### config.mk
export PLATFORM = sky130hd
export DESIGN_NAME = ib_lut_load_scheduler
export DESIGN_NICKNAME = d
export VERILOG_FILES = /design/src/rtl/ib_lut_load_scheduler.sv
export SDC_FILE = /design/constraint.sdc
export NUM_CORES = 1
export LEC_CHECK = 0
export ABC_AREA = 1
export CORE_MARGIN = 5
export CORE_UTILIZATION = 36
export DETAILED_ROUTE_END_ITERATION = 16
export PLACE_DENSITY_LB_ADDON = 0.3
export SLEW_MARGIN = 20
export SYNTH_ARGS = -nofsm -noshare
export SYNTH_HDL_FRONTEND = slang
export SYNTH_SLANG_ARGS = --single-unit
### constraint.sdc
create_clock -name write_clk -period 3.9 [get_ports write_clk]
set_input_delay 0.585 -clock write_clk [delete_from_list [all_inputs] [get_ports write_clk]]
set_output_delay 0.585 -clock write_clk [all_outputs]
set_load 0.02 [all_outputs]
### src/rtl/ib_lut_load_scheduler.sv
// IB-LUT ROM read-port scheduler: grants one CN/VN/DN update request at a time,
// streams the current iteration's ROM page into the target RAM, then acknowledges.
module ib_lut_load_scheduler #(
    parameter int unsigned CN_FUN_NUM    = 2,
    parameter int unsigned VN_FUN_NUM    = 2,
    parameter int unsigned ITER_MAX      = 10,
    parameter int unsigned ADDR_W        = 5,
    parameter int unsigned CN_PAGE_WORDS = 32,
    parameter int unsigned VN_PAGE_WORDS = 16,
    localparam int unsigned ITER_W       = $clog2(ITER_MAX)
) (
    input  logic                     write_clk,
    input  logic                     rstn,
    input  logic [CN_FUN_NUM-1:0]    cnu_wr,
    input  logic [VN_FUN_NUM-1:0]    vnu_wr,
    input  logic                     dnu_wr,
    input  logic                     iter_termination,
    output logic                     rom_en,
    output logic [ITER_W+ADDR_W-1:0] rom_addr,
    output logic [CN_FUN_NUM-1:0]    cn_ram_we,
    output logic [VN_FUN_NUM-1:0]    vn_ram_we,
    output logic                     dn_ram_we,
    output logic [ADDR_W-1:0]        ram_waddr,
    output logic [CN_FUN_NUM-1:0]    cn_iter_update,
    output logic [VN_FUN_NUM-1:0]    vn_iter_update,
    output logic                     dn_iter_update,
    output logic [ITER_W-1:0]        iter_cnt,
    output logic                     max_iter,
    output logic                     busy,
    output logic [2:0]               state
);

    // Requester vector layout: [CN_FUN_NUM-1:0] CN, then VN, then DN in the MSB.
    localparam int unsigned REQ_W = CN_FUN_NUM + VN_FUN_NUM + 1;

    localparam logic [ADDR_W-1:0] CN_LAST   = ADDR_W'(CN_PAGE_WORDS - 1);
    localparam logic [ADDR_W-1:0] VN_LAST   = ADDR_W'(VN_PAGE_WORDS - 1);
    localparam logic [ITER_W-1:0] ITER_LAST = ITER_W'(ITER_MAX - 1);

    typedef enum logic [2:0] {
        StIdle      = 3'b000,
        StRomFetch0 = 3'b001,
        StRamLoad   = 3'b010,
        StFinish    = 3'b100
    } state_e;

    state_e             state_q, state_d;
    logic [REQ_W-1:0]   grant_q, grant_d;
    logic [REQ_W-1:0]   mask_q, mask_d;
    logic [ADDR_W-1:0]  word_q, word_d;
    logic [ITER_W-1:0]  iter_q, iter_d;
    logic               max_iter_q, max_iter_d;

    logic [REQ_W-1:0]   req_vec;
    logic [REQ_W-1:0]   req_pick;
    logic               grant_is_cn;
    logic               grant_is_dn;
    logic               load_last;

    logic [ADDR_W-1:0]  rom_word;
    logic [REQ_W-1:0]   we_vec;
    logic [REQ_W-1:0]   ack_vec;

    // Fixed-priority pick over unmasked requests; lowest index (cnu_wr[0]) wins.
    always_comb begin
        req_vec  = {dnu_wr, vnu_wr, cnu_wr} & ~mask_q;
        req_pick = '0;
        for (int i = 0; i < REQ_W; i++) begin
            if (req_vec[i] && (req_pick == '0)) begin
                req_pick[i] = 1'b1;
            end
        end
    end

    // Page length depends on the target: CN pages are longer than VN/DN pages.
    always_comb begin
        grant_is_cn = |grant_q[CN_FUN_NUM-1:0];
        grant_is_dn = grant_q[REQ_W-1];
        load_last   = (word_q == (grant_is_cn ? CN_LAST : VN_LAST));
    end

    // Next-state logic; termination overrides everything and returns to idle.
    always_comb begin
        state_d    = state_q;
        grant_d    = grant_q;
        mask_d     = '0;
        word_d     = word_q;
        iter_d     = iter_q;
        max_iter_d = 1'b0;
        if (iter_termination) begin
            state_d = StIdle;
            grant_d = '0;
            word_d  = '0;
            iter_d  = '0;
        end else begin
            unique case (state_q)
                StIdle: begin
                    if (req_pick != '0) begin
                        grant_d = req_pick;
                        word_d  = '0;
                        state_d = StRomFetch0;
                    end
                end
                StRomFetch0: begin
                    state_d = StRamLoad;
                end
                StRamLoad: begin
                    if (load_last) begin
                        state_d    = StFinish;
                        // Registered so the pulse lines up with the FINISH acknowledge.
                        max_iter_d = grant_is_dn && (iter_q == ITER_LAST);
                    end else begin
                        word_d = word_q + ADDR_W'(1);
                    end
                end
                StFinish: begin
                    state_d = StIdle;
                    // The acknowledged requester drops its request one cycle late.
                    mask_d  = grant_q;
                    grant_d = '0;
                    word_d  = '0;
                    if (grant_is_dn) begin
                        iter_d = (iter_q == ITER_LAST) ? '0 : iter_q + ITER_W'(1);
                    end
                end
                default: begin
                    state_d = StIdle;
                    grant_d = '0;
                end
            endcase
        end
    end

    // State and datapath registers.
    always_ff @(posedge write_clk or negedge rstn) begin
        if (!rstn) begin
            state_q    <= StIdle;
            grant_q    <= '0;
            mask_q     <= '0;
            word_q     <= '0;
            iter_q     <= '0;
            max_iter_q <= 1'b0;
        end else begin
            state_q    <= state_d;
            grant_q    <= grant_d;
            mask_q     <= mask_d;
            word_q     <= word_d;
            iter_q     <= iter_d;
            max_iter_q <= max_iter_d;
        end
    end

    // Moore output decode: ROM runs one word ahead of the RAM write address.
    always_comb begin
        rom_en    = 1'b0;
        rom_word  = '0;
        we_vec    = '0;
        ack_vec   = '0;
        ram_waddr = '0;
        unique case (state_q)
            StRomFetch0: begin
                rom_en = 1'b1;
            end
            StRamLoad: begin
                we_vec    = grant_q;
                ram_waddr = word_q;
                if (!load_last) begin
                    rom_en   = 1'b1;
                    rom_word = word_q + ADDR_W'(1);
                end
            end
            StFinish: begin
                ack_vec = grant_q;
            end
            default: ;
        endcase
    end

    assign rom_addr       = {iter_q, rom_word};
    assign cn_ram_we      = we_vec[CN_FUN_NUM-1:0];
    assign vn_ram_we      = we_vec[CN_FUN_NUM +: VN_FUN_NUM];
    assign dn_ram_we      = we_vec[REQ_W-1];
    assign cn_iter_update = ack_vec[CN_FUN_NUM-1:0];
    assign vn_iter_update = ack_vec[CN_FUN_NUM +: VN_FUN_NUM];
    assign dn_iter_update = ack_vec[REQ_W-1];
    assign iter_cnt       = iter_q;
    assign max_iter       = max_iter_q;
    assign busy           = (state_q != StIdle);
    assign state          = state_q;

endmodule

=== After elaboration in Yosys (flattened, before gate mapping) ===
Index checks and enable logic that the tools add are counted.

* Bits in registers: 23
* Bits in latches: 0
* Bits in writable memories: 0
* Memory bits (read-only): 0
* Bits of input ports: 8
* Output and inout bits: 34
* Word-level logic and storage cells: 72
* Memories: 0

* Add/sub/neg operators: 2
* Multipliers: 0
* Div/mod/pow operators: 0
* Order comparisons: 0
* Equality and inequality tests: 9
* Shifts and indexed selects: 0
* Mux-type cells: 32
* Bitwise operators: 3
* Reduce and logical (&&, ||, !) cells: 20

{| class="wikitable"
|+ Operators by type and width
! operator !! count
|-
| 5-bit two-way mux || 12
|-
| 4-bit two-way mux || 4
|-
| 5-bit case mux with 3 select lines || 1
|-
| 5-bit case mux with 2 select lines || 1
|-
| 1-bit two-way mux || 9
|-
| 3-bit two-way mux || 3
|-
| 3-bit inequality test, second input constant || 3
|-
| 3-bit case mux with 3 select lines || 1
|-
| 3-bit logical NOT || 2
|-
| 2-bit AND reduction || 3
|-
| 5-bit by 1-bit adder with 5-bit output, second input constant || 1
|-
| 5-bit AND || 1
|-
| 5-bit equality test || 1
|-
| 1-bit logical AND || 5
|-
| 5-bit inverter || 1
|-
| 5-bit nonzero test || 1
|-
| 4-bit by 1-bit adder with 4-bit output, second input constant || 1
|-
| 4-bit equality test, second input constant || 1
|-
| 4-bit logical NOT || 1
|-
| 2-bit nonzero test || 2
|-
| 4-bit nonzero test || 1
|-
| 2-bit OR reduction || 2
|-
| 3-bit by 1-bit equality test with 1-bit output, second input constant || 1
|-
| 3-bit by 2-bit equality test with 1-bit output, second input constant || 1
|-
| other kinds (7) || 7
|}

=== Longest topological paths before layout ===
Gate-level depths: netlist of run 1.

* Word-level depth: 19
* Gate-level depth with buffers: 9
* Gate-level depth less buffers: 9

=== Worst setup path before layout of run 1 ===
Ideal clock, no wire load.

* Kind: register to output
* From: register state_q[2], in the netlist state[2]
* To: output port rom_addr[2]
* Arrival: 1284 ps
* Data required time: 3315 ps
* Setup slack: 2031 ps
* Stages on the path, launching flop included: 6
* Path buffers: 0
* Path through: dfrtp_1 > inv_1 > nand3_2 > inv_1 > o21ai_0 > a21oi_1

* Longest elaborated chain between the ends: 2

{| class="wikitable"
|+ Ends and longest elaborated chain
! item !! RTL line !! source
|-
| from (decl) || 47 || <nowiki>state_e state_q, state_d;</nowiki>
|-
| from (signal assigned) || 137 || <nowiki>state_q <= StIdle;</nowiki>
|-
| from (signal assigned) || 144 || <nowiki>state_q <= state_d;</nowiki>
|-
| 3-bit by 2-bit equality test with 1-bit output || 160 || <nowiki>unique case (state_q)</nowiki>
|-
| 5-bit two-way mux || 160 ||
|-
| to (decl) || 19 || <nowiki>output logic [ITER_W+ADDR_W-1:0] rom_addr,</nowiki>
|}

No other way between the ends.

=== Worst setup path after layout of run 1 ===
Ends and elaborated chain as after synthesis.

==> results of run 1 <==
where the power goes:
group | switching (mW) | internal, mW | total [mW]
Clock | 0.0813 | 0.0715 | 0.153
Sequential | 0.0251 | 0.258 | 0.283
Combinational | 0.151 | 0.0966 | 0.247
Total | 0.257 | 0.426 | 0.683
final cells by class:
type	count	share of cell area, %
sequential	23	32.0
clock buffer	3	2.29
timing repair buffer	41	22.5
tap	48	3.34
clock inverter	1	0.278
multi-input combinational	114	33.6
inverter	29	6.05
cells in the mapped netlist, drive strengths merged:
cell    instances
nand2          41
nor2           32
inv            29
dfrtp          23
nand3          14
o21ai           7
buf             5
nor3            4
a21oi           3
ha              3
xor2            3
nand4           2
o22ai           2
clkbuf          1
nor4            1
o21a            1
xnor2           1
kinds of logic after synthesis:
group / share of synthesized area (%)
adder cells (fa/ha/maj): 2.83
AND/OR/NAND/NOR: 33.9
buffers and inverters: 11.1
XOR/XNOR: 2.64
flip-flops: 43.4
AO/OA/AOI/OAI: 6.13
how the worst max path moves through the flow:
stage | to | slack, ns
floorplan | rom_addr[2] | 2.03
CTS | rom_addr[2] | 1.10
global placement | rom_addr[2] | 1.46
global route | rom_addr[2] | 0.93
detailed placement | rom_addr[2] | 1.40
finish | rom_addr[2] | 1.14
worst max-delay path: cells and delay by family (launching register included):
family          cells  cell delay, ns
compound gates      2            0.28
flops               1            0.39
simple gates        1            0.25
buf+inv             3            0.99
metal layers:
metal / track usage, % / vias to the layer above
met5: 0 / -
met3: 2.84 / 5
met1: 17.7 / 545
li1: - / 612
met2: 22.0 / 27
met4: 5.01 / 0
sequential cells by signal (all words and copies together) (netlist names):
register / cells
grant_q: 5
iter_cnt: 4
mask_q: 5
max_iter: 1
state: 3
word_q: 5
through the flow:
step	hold slack (ns)	setup slack [ns]	util, %	total power, mW
floorplan	0.289	2.03	-	0.441
global placement	0.457	1.46	48.8	0.534
detailed placement	0.465	1.40	48.8	0.538
CTS	0.485	1.10	50.1	0.687
global route	0.321	0.926	49.9	0.722
finish	0.268	1.14	49.9	0.683
==> results.sh, run 1 <==
export IMPL_status="finished, final reports clean"
export IMPL_path_cells="inv_1, nand3_2, inv_1, o21ai_0, a21oi_1, clkdlybuf4s50_1"
export IMPL_die_height_um=70.7
export IMPL_crit_path_end_kind="output pin"
export IMPL_post_cts_resized=0
export IMPL_grt_overflow=0
export IMPL_dp_cells=255
export IMPL_final_layout_size_suffix_gt1_share_pct=9.95
export IMPL_cts_tree="built"
export IMPL_grt_pass1_wl_um=5530
export IMPL_final_common_cell="clkdlybuf4s50_1"
export IMPL_final_nets=223
export IMPL_cts_buffers=3
export IMPL_syn_to_final_growth_pct=35.6
export IMPL_crit_start="state[2]"
export IMPL_required_ns=3.31
export IMPL_multi_input_area_um2=604
export IMPL_route_met3_wl_um=140
export IMPL_clock_latency_ns=0.27
export IMPL_grtUsageTotal_pct=13.5
export IMPL_die_x_um=70.7
export IMPL_postRouteAntennaNets=0
export IMPL_clockBufferDepth=2
export IMPL_clk_pin_slew_ns=0.09
export IMPL_worstPathMaxFanout=12
export IMPL_die_area_um2=5000
export IMPL_ctsRootBufferMaster="clkbuf_8"
export IMPL_worst_setup_path_type="flip-flop to output pin"
export IMPL_m1WireLength_um=1490
export IMPL_n_antenna_cell=0
export IMPL_tns_ns=0
export IMPL_report_final_hold_viol_count=0
export IMPL_power_leakage_nw=0.794
export IMPL_grt_pass1_vias=1237
export IMPL_min_period_over_period_pct=70.9
export IMPL_drt_iter0_markers=60
export IMPL_start_kind="flip-flop"
export IMPL_hold_class="primary input to asynchronous set/reset pin"
export IMPL_ys_warn_count=0
export IMPL_r2r_start="state[2]"
export IMPL_power_density_nw_per_um2=379
export IMPL_max_freq_ghz=0.362
export IMPL_synthesis_nets=183
export IMPL_cap_violations=0
export IMPL_ys_seq_elements=23
export IMPL_htree_levels=1
export IMPL_routabilityCongestion=0.855
export IMPL_ys_seq_area_share_pct=43.4
export IMPL_placed_area_um2=1760
export IMPL_grt_antenna_before_repair=0
export IMPL_critPathMaxStageDelay_ns=0.63
export IMPL_period_needed_ns=2.76
export IMPL_drv_slew=0
export IMPL_clkSinkCount=23
export IMPL_wirelength_um=3080
export IMPL_io_buffers=41
export IMPL_finClkSkew_ns=0.00626
export IMPL_worstReg2RegEnd="max_iter"
export IMPL_relSlewSlack_pct=66.0
export IMPL_cp_slowest_cell="clkdlybuf4s50_1"
export IMPL_rsz0062_at_grt="no"
export IMPL_ff2ff_path_depth=5
export IMPL_cpMostUsedCell="inv_1"
export IMPL_viasPerCell=4.59
export IMPL_post_dp_hpwl_um=2380
export IMPL_post_route_drc_count=0
export IMPL_netlist_instances=172
export IMPL_vias=1189
export IMPL_holdBufCountCts=0
export IMPL_grt_max_degree=24
export IMPL_stdcell_count=259
export IMPL_syn_area_per_cell_um2=7.72
export IMPL_num_rows=22
export IMPL_final_cell_mix="clkdlybuf4s50_1 (40), nand2_1 (36), inv_1 (29)"
export IMPL_fin_area_um2=1800
export IMPL_synth_area_leaders="dfrtp_1 (43%), nand2_1 (10%), inv_1 (8.2%), nor2_1 (7.6%), nand3_1 (4.1%)"
export IMPL_regArea_um2=576
export IMPL_cts_setup_buffers=0
export IMPL_start_util_pct=36.8
export IMPL_vdd_ir_drop_max_mv=0.302
export IMPL_top_layer_used="met4"
export IMPL_yosys_area_top_type="dfrtp_1"
export IMPL_synth_distinct_cells=26
export IMPL_synth_top_area_share_pct=43.4
export IMPL_wl_met2_um=1410
export IMPL_firstDrtPassIters=4
export IMPL_rrSetupSlack_ns=2.34
export IMPL_arrival_ns=2.18
export IMPL_wire_per_inst_um=11.9
export IMPL_io_pins=42
export IMPL_core_area_um2=3610
export IMPL_syn_area_um2=1330
export IMPL_tightest_slew_ns=0.509
export IMPL_fill_cells=351
export IMPL_setup_viol=0
Power figures use the tool's default switching activity.
==> run 2: changes to the inputs <==
==> constraint.sdc (replaced) <==
create_clock -name write_clk -period 2.3 [get_ports write_clk]
set_input_delay 0.345 -clock write_clk [delete_from_list [all_inputs] [get_ports write_clk]]
set_output_delay 0.345 -clock write_clk [all_outputs]
set_load 0.02 [all_outputs]
==> results.sh, run 2 (synthesis gave the netlist of run 1 again) <==
export IMPL_status="finished, final reports clean"
export IMPL_post_route_drc_count=0
export IMPL_m1WireLength_um=1490
export IMPL_vdd_ir_drop_max_mv=0.390
export IMPL_die_area_um2=5000
export IMPL_start_util_pct=36.8
export IMPL_post_dp_hpwl_um=2380
export IMPL_htree_levels=1
export IMPL_power_leakage_nw=0.925
export IMPL_cap_violations=0
export IMPL_firstDrtPassIters=4
export IMPL_multi_input_area_um2=604
export IMPL_tns_ns=0
export IMPL_dp_cells=258
export IMPL_path_buf_inv=3
export IMPL_grt_overflow=0
export IMPL_final_cell_mix="nand2_1 (36), clkdlybuf4s50_1 (30), inv_1 (29)"
export IMPL_relSlewSlack_pct=80.7
export IMPL_clockBufferDepth=2
export IMPL_die_x_um=70.7
export IMPL_cp_top_family="buffers and inverters"
export IMPL_cts_buffers=3
export IMPL_wire_per_inst_um=11.8
export IMPL_tightest_slew_ns=0.289
export IMPL_period_needed_ns=2.17
export IMPL_reg_top3="grant_q (5), mask_q (5), word_q (5)"
export IMPL_cts_tree="built"
export IMPL_placed_area_um2=1780
export IMPL_fin_area_um2=1830
export IMPL_worstPathMaxFanout=11
export IMPL_wirelength_um=3080
export IMPL_finClkSkew_ns=0.00223
export IMPL_max_freq_ghz=0.462
export IMPL_ctsRootBufferMaster="clkbuf_8"
export IMPL_finalHoldWorstSlack_ns=0.425
export IMPL_start_kind="flip-flop"
export IMPL_rsz0062_at_grt="no"
export IMPL_core_area_um2=3610
export IMPL_crit_path_end_kind="output pin"
export IMPL_finalCoreUtilization_pct=50.8
export IMPL_arrival_ns=1.82
export IMPL_grt_pass1_vias=1243
export IMPL_fill_cells=363
export IMPL_path_cells="inv_1, nand3_2, buf_4, nor2_1, clkdlybuf4s50_1"
export IMPL_syn_to_final_growth_pct=38.0
export IMPL_clk_pin_slew_ns=0.08
export IMPL_clock_latency_ns=0.26
export IMPL_viasPerCell=4.47
export IMPL_final_common_cell="nand2_1"
export IMPL_regArea_um2=576
export IMPL_grt_pass1_wl_um=5580
export IMPL_vias=1170
export IMPL_cts_setup_buffers=0
export IMPL_drv_slew=0
export IMPL_wl_met2_um=1380
export IMPL_stdcell_count=262
export IMPL_grt_antenna_before_repair=0
export IMPL_hold_class="primary input to asynchronous set/reset pin"
export IMPL_postRouteAntennaNets=0
export IMPL_routabilityCongestion=0.868
export IMPL_num_rows=22
export IMPL_cp_slowest_cell="clkdlybuf4s50_1"
export IMPL_power_density_nw_per_um2=627
export IMPL_grtUsageTotal_pct=13.8
export IMPL_io_buffers=41
export IMPL_top_layer_used="met4"
export IMPL_worst_setup_path_type="flip-flop to output pin"
export IMPL_route_met3_wl_um=133
export IMPL_required_ns=1.96
export IMPL_die_height_um=70.7
export IMPL_min_period_over_period_pct=94.2
export IMPL_grt_max_degree=24
export IMPL_final_layout_size_suffix_gt1_share_pct=10.3
export IMPL_n_antenna_cell=0
export IMPL_critPathMaxStageDelay_ns=0.62
export IMPL_io_pins=42
export IMPL_report_final_hold_viol_count=0
export IMPL_clkSinkCount=23
export IMPL_final_nets=226
export IMPL_drt_iter0_markers=38
export IMPL_setup_viol=0
==> run 2: cell count changes in the layout (fill, tap and decap cells not counted) <==
cell | before | now
buf_2 | 1 | 0
clkinv_2 | 1 | 0
dlygate4sd2_1 | 0 | 6
clkbuf_1 | 0 | 1
dlymetal6s2s_1 | 0 | 5
buf_4 | 0 | 3
clkdlybuf4s50_1 | 40 | 30
==> run 2: path summary, 6_finish.rpt <==
| check | start | to | slack [ns] | cells after the start |
|---|---|---|---|---|
| worst min-delay path | rstn | mask_q[3] | 0.43 | 2 |
| max in group asynchronous | rstn | word_q[1] | 1.65 | 2 |
| worst min register to register | grant_q[3] | grant_q[3] | 0.48 | 2 |
| worst max-delay path | state[0] | dn_ram_we | 0.13 | 5 |
| min in group write_clk | grant_q[3] | grant_q[3] | 0.48 | 2 |
| worst max register to register | word_q[0] | word_q[0] | 0.84 | 9 |
==> run 2: layer usage <==
metal,global-route usage (%),up-vias
met3,2.56,7
met2,21.2,27
met1,18.5,526
li1,-,610
met5,0,-
met4,6.68,0
==> run 2: power by group <==
group | internal (mW) | switching [mW]
clock network | 0.124 | 0.125
registers | 0.437 | 0.0412
logic | 0.162 | 0.259
total | 0.723 | 0.425
==> run 2: final cells by class <==
cell class	count	area share, %
multi-input combinational	114	33.0
clock buffer	4	2.46
inverter	29	5.94
sequential	23	31.4
tap	48	3.28
timing repair buffer	44	23.9
==> run 2: per-stage QoR <==
| step | total power [mW] | setup slack [ns] |
|---|---|---|
| global placement | 0.920 | 0.259 |
| CTS | 1.16 | 0.0516 |
| global route | 1.23 | 0.0507 |
| finish | 1.15 | 0.134 |
| detailed placement | 0.919 | 0.235 |
| floorplan | 0.748 | 0.671 |
==> run 2: timing repair <==
item	CTS	global route
resized for setup	6	5
hold buffers	0	0
pin swaps	0	0
endpoints found under the setup margin	6	5
==> run 3: changes to the inputs <==
--- a/config.mk
+++ b/config.mk
@@ -8,8 +8,11 @@
 export ABC_AREA = 1
 export CORE_MARGIN = 5
 export CORE_UTILIZATION = 36
+export CTS_CLUSTER_SIZE = 28
 export DETAILED_ROUTE_END_ITERATION = 16
+export HOLD_SLACK_MARGIN = 0.02
 export PLACE_DENSITY_LB_ADDON = 0.3
+export SETUP_SLACK_MARGIN = 0.5
 export SLEW_MARGIN = 20
 export SYNTH_ARGS = -nofsm -noshare
 export SYNTH_HDL_FRONTEND = slang
==> results.sh, run 3 (synthesis gave the netlist of run 1 again) <==
export IMPL_path_cells="ha_4, buf_6, nand3_2, xor2_1, nor2_1, buf_4"
export IMPL_tns_ns=0
export IMPL_die_area_um2=5000
export IMPL_clkSinkCount=23
export IMPL_placed_area_um2=1780
export IMPL_setup_viol=0
export IMPL_power_density_nw_per_um2=646
export IMPL_clk_pin_slew_ns=0.08
export IMPL_p_sw_uw=453
export IMPL_vias=1256
export IMPL_drt_iter0_markers=57
export IMPL_fill_cells=357
export IMPL_cts_tree="built"
export IMPL_tightest_slew_ns=0.287
export IMPL_finClkSkew_ns=0.00296
export IMPL_final_common_cell="nand2_1"
export IMPL_critPathMaxStageDelay_ns=0.44
export IMPL_drv_slew=0
export IMPL_routabilityCongestion=0.868
export IMPL_cts_buffers=3
export IMPL_cp_slowest_cell="dfrtp_2"
export IMPL_period_needed_ns=1.82
export IMPL_fin_area_um2=1880
export IMPL_hold_class="primary input to asynchronous set/reset pin"
export IMPL_firstDrtPassIters=4
export IMPL_io_buffers=41
export IMPL_num_rows=22
export IMPL_grtUsageTotal_pct=14.5
export IMPL_final_layout_size_suffix_gt1_share_pct=29.6
export IMPL_start_kind="flip-flop"
export IMPL_final_cell_mix="nand2_1 (33), inv_1 (25), nor2_1 (25)"
export IMPL_required_ns=1.96
export IMPL_wirelength_um=3300
export IMPL_die_height_um=70.7
export IMPL_busiest_layer="met2"
export IMPL_min_period_over_period_pct=79.3
export IMPL_clock_latency_ns=0.26
export IMPL_die_x_um=70.7
export IMPL_wire_per_inst_um=12.1
export IMPL_power_share_clock_pct=20.6
export IMPL_arrival_ns=1.48
export IMPL_gr_usage_met1_pct=19.8
export IMPL_max_freq_ghz=0.548
export IMPL_post_route_drc_count=0
export IMPL_clockBufferDepth=2
export IMPL_power_leakage_nw=0.923
export IMPL_grt_pass1_wl_um=5860
export IMPL_grt_antenna_before_repair=0
export IMPL_power_share_switching_pct=37.3
export IMPL_syn_to_final_growth_pct=41.6
export IMPL_cap_violations=0
export IMPL_relSlewSlack_pct=80.9
export IMPL_htree_levels=1
export IMPL_grt_pass1_vias=1310
export IMPL_crit_path_end_kind="output pin"
export IMPL_report_final_hold_viol_count=0
export IMPL_reg_top3="grant_q (5), mask_q (5), word_q (5)"
export IMPL_power_frac_comb_pct=40.1
export IMPL_holdBufCountCts=0
export IMPL_start_util_pct=36.8
export IMPL_grt_max_degree=24
export IMPL_core_area_um2=3610
export IMPL_io_pins=42
export IMPL_postRouteAntennaNets=0
export IMPL_vdd_ir_drop_max_mv=0.305
export IMPL_grt_overflow=0
export IMPL_post_dp_hpwl_um=2380
export IMPL_final_nets=238
export IMPL_ctsRootBufferMaster="clkbuf_8"
export IMPL_rsz0062_at_grt="yes"
export IMPL_viasPerCell=4.58
export IMPL_power_frac_seq_pct=39.3
export IMPL_worst_setup_path_type="flip-flop to output pin"
export IMPL_worstPathMaxFanout=4
export IMPL_use_met3_pct=2.56
export IMPL_n_antenna_cell=0
export IMPL_p_int_uw=761
export IMPL_status="finished, final reports clean"
export IMPL_use_met2_pct=21.9
==> run 3: cell types whose count changed in the layout (fill, tap and decap cells not counted), sizes merged <==
cell / previous run / this run
clkdlybuf4s50: 30 / 18
dlymetal6s2s: 5 / 1
dlygate4sd2: 6 / 1
clkdlybuf4s15: 0 / 1
buf: 3 / 35
==> run 3: final timing paths <==
| kind | startpoint | endpoint | slack, ns | cells past startpoint |
|---|---|---|---|---|
| min in group write_clk | grant_q[3] | grant_q[3] | 0.49 | 2 |
| max reg2reg | word_q[1] | word_q[2] | 0.75 | 11 |
| max | word_q[1] | rom_addr[4] | 0.48 | 6 |
| min | rstn | mask_q[3] | 0.42 | 2 |
| min reg2reg | grant_q[3] | grant_q[3] | 0.49 | 2 |
| max in group asynchronous | rstn | word_q[1] | 1.63 | 2 |
==> run 3: per-layer routing <==
layer	part of all wire, %	wire, µm
met5	0	0
met2	46	1520
met1	47	1560
met3	4.0	132
met4	2.5	83
==> run 3: repair_timing <==
| action | CTS | global route |
|---|---|---|
| resized for setup | 89 | 18 |
| pin swaps | 4 | 4 |
| buffers inserted | 8 | 4 |
| setup endpoints to repair | 22 | 23 |
==> run 3: layout make-up <==
type | count | area (µm²) | area share [%]
clock buffer | 4 | 45.0 | 2.40
inverter | 29 | 109 | 5.79
multi-input combinational | 114 | 639 | 34.0
sequential | 23 | 577 | 30.7
tap | 48 | 60.1 | 3.20
timing repair buffer | 56 | 449 | 23.9
==> run 3: metrics by stage <==
stage | util [%] | total power [mW] | cells | hold WS [ns] | setup slack, ns
2_1_floorplan | - | 0.748 | 172 | 0.0494 | 0.671
3_3_place_gp | 49.4 | 0.920 | 258 | 0.466 | 0.259
3_5_place_dp | 49.4 | 0.919 | 258 | 0.468 | 0.235
4_1_cts | 51.9 | 1.20 | 270 | 0.441 | 0.447
5_1_grt | 52.1 | 1.30 | 274 | 0.472 | 0.403
6_report | 52.1 | 1.21 | 274 | 0.423 | 0.477
==> run 3: power by group through the flow <==
stage	sequential [mW]	clock [mW]	combinational [mW]
after floorplan	0.502	0	0.245
after detailed placement	0.487	0	0.432
final	0.478	0.250	0.488
after global routing	0.484	0.278	0.534
after CTS	0.477	0.259	0.462
after global placement	0.486	0	0.434
==> run 3: critical path, delay by kind of cell, from the launching register on <==
kind	cells	cell delay (ns)
buf+inv	2	0.27
xor+xnor	1	0.18
simple gates	2	0.15
flops	1	0.44
fa+ha+maj	1	0.17
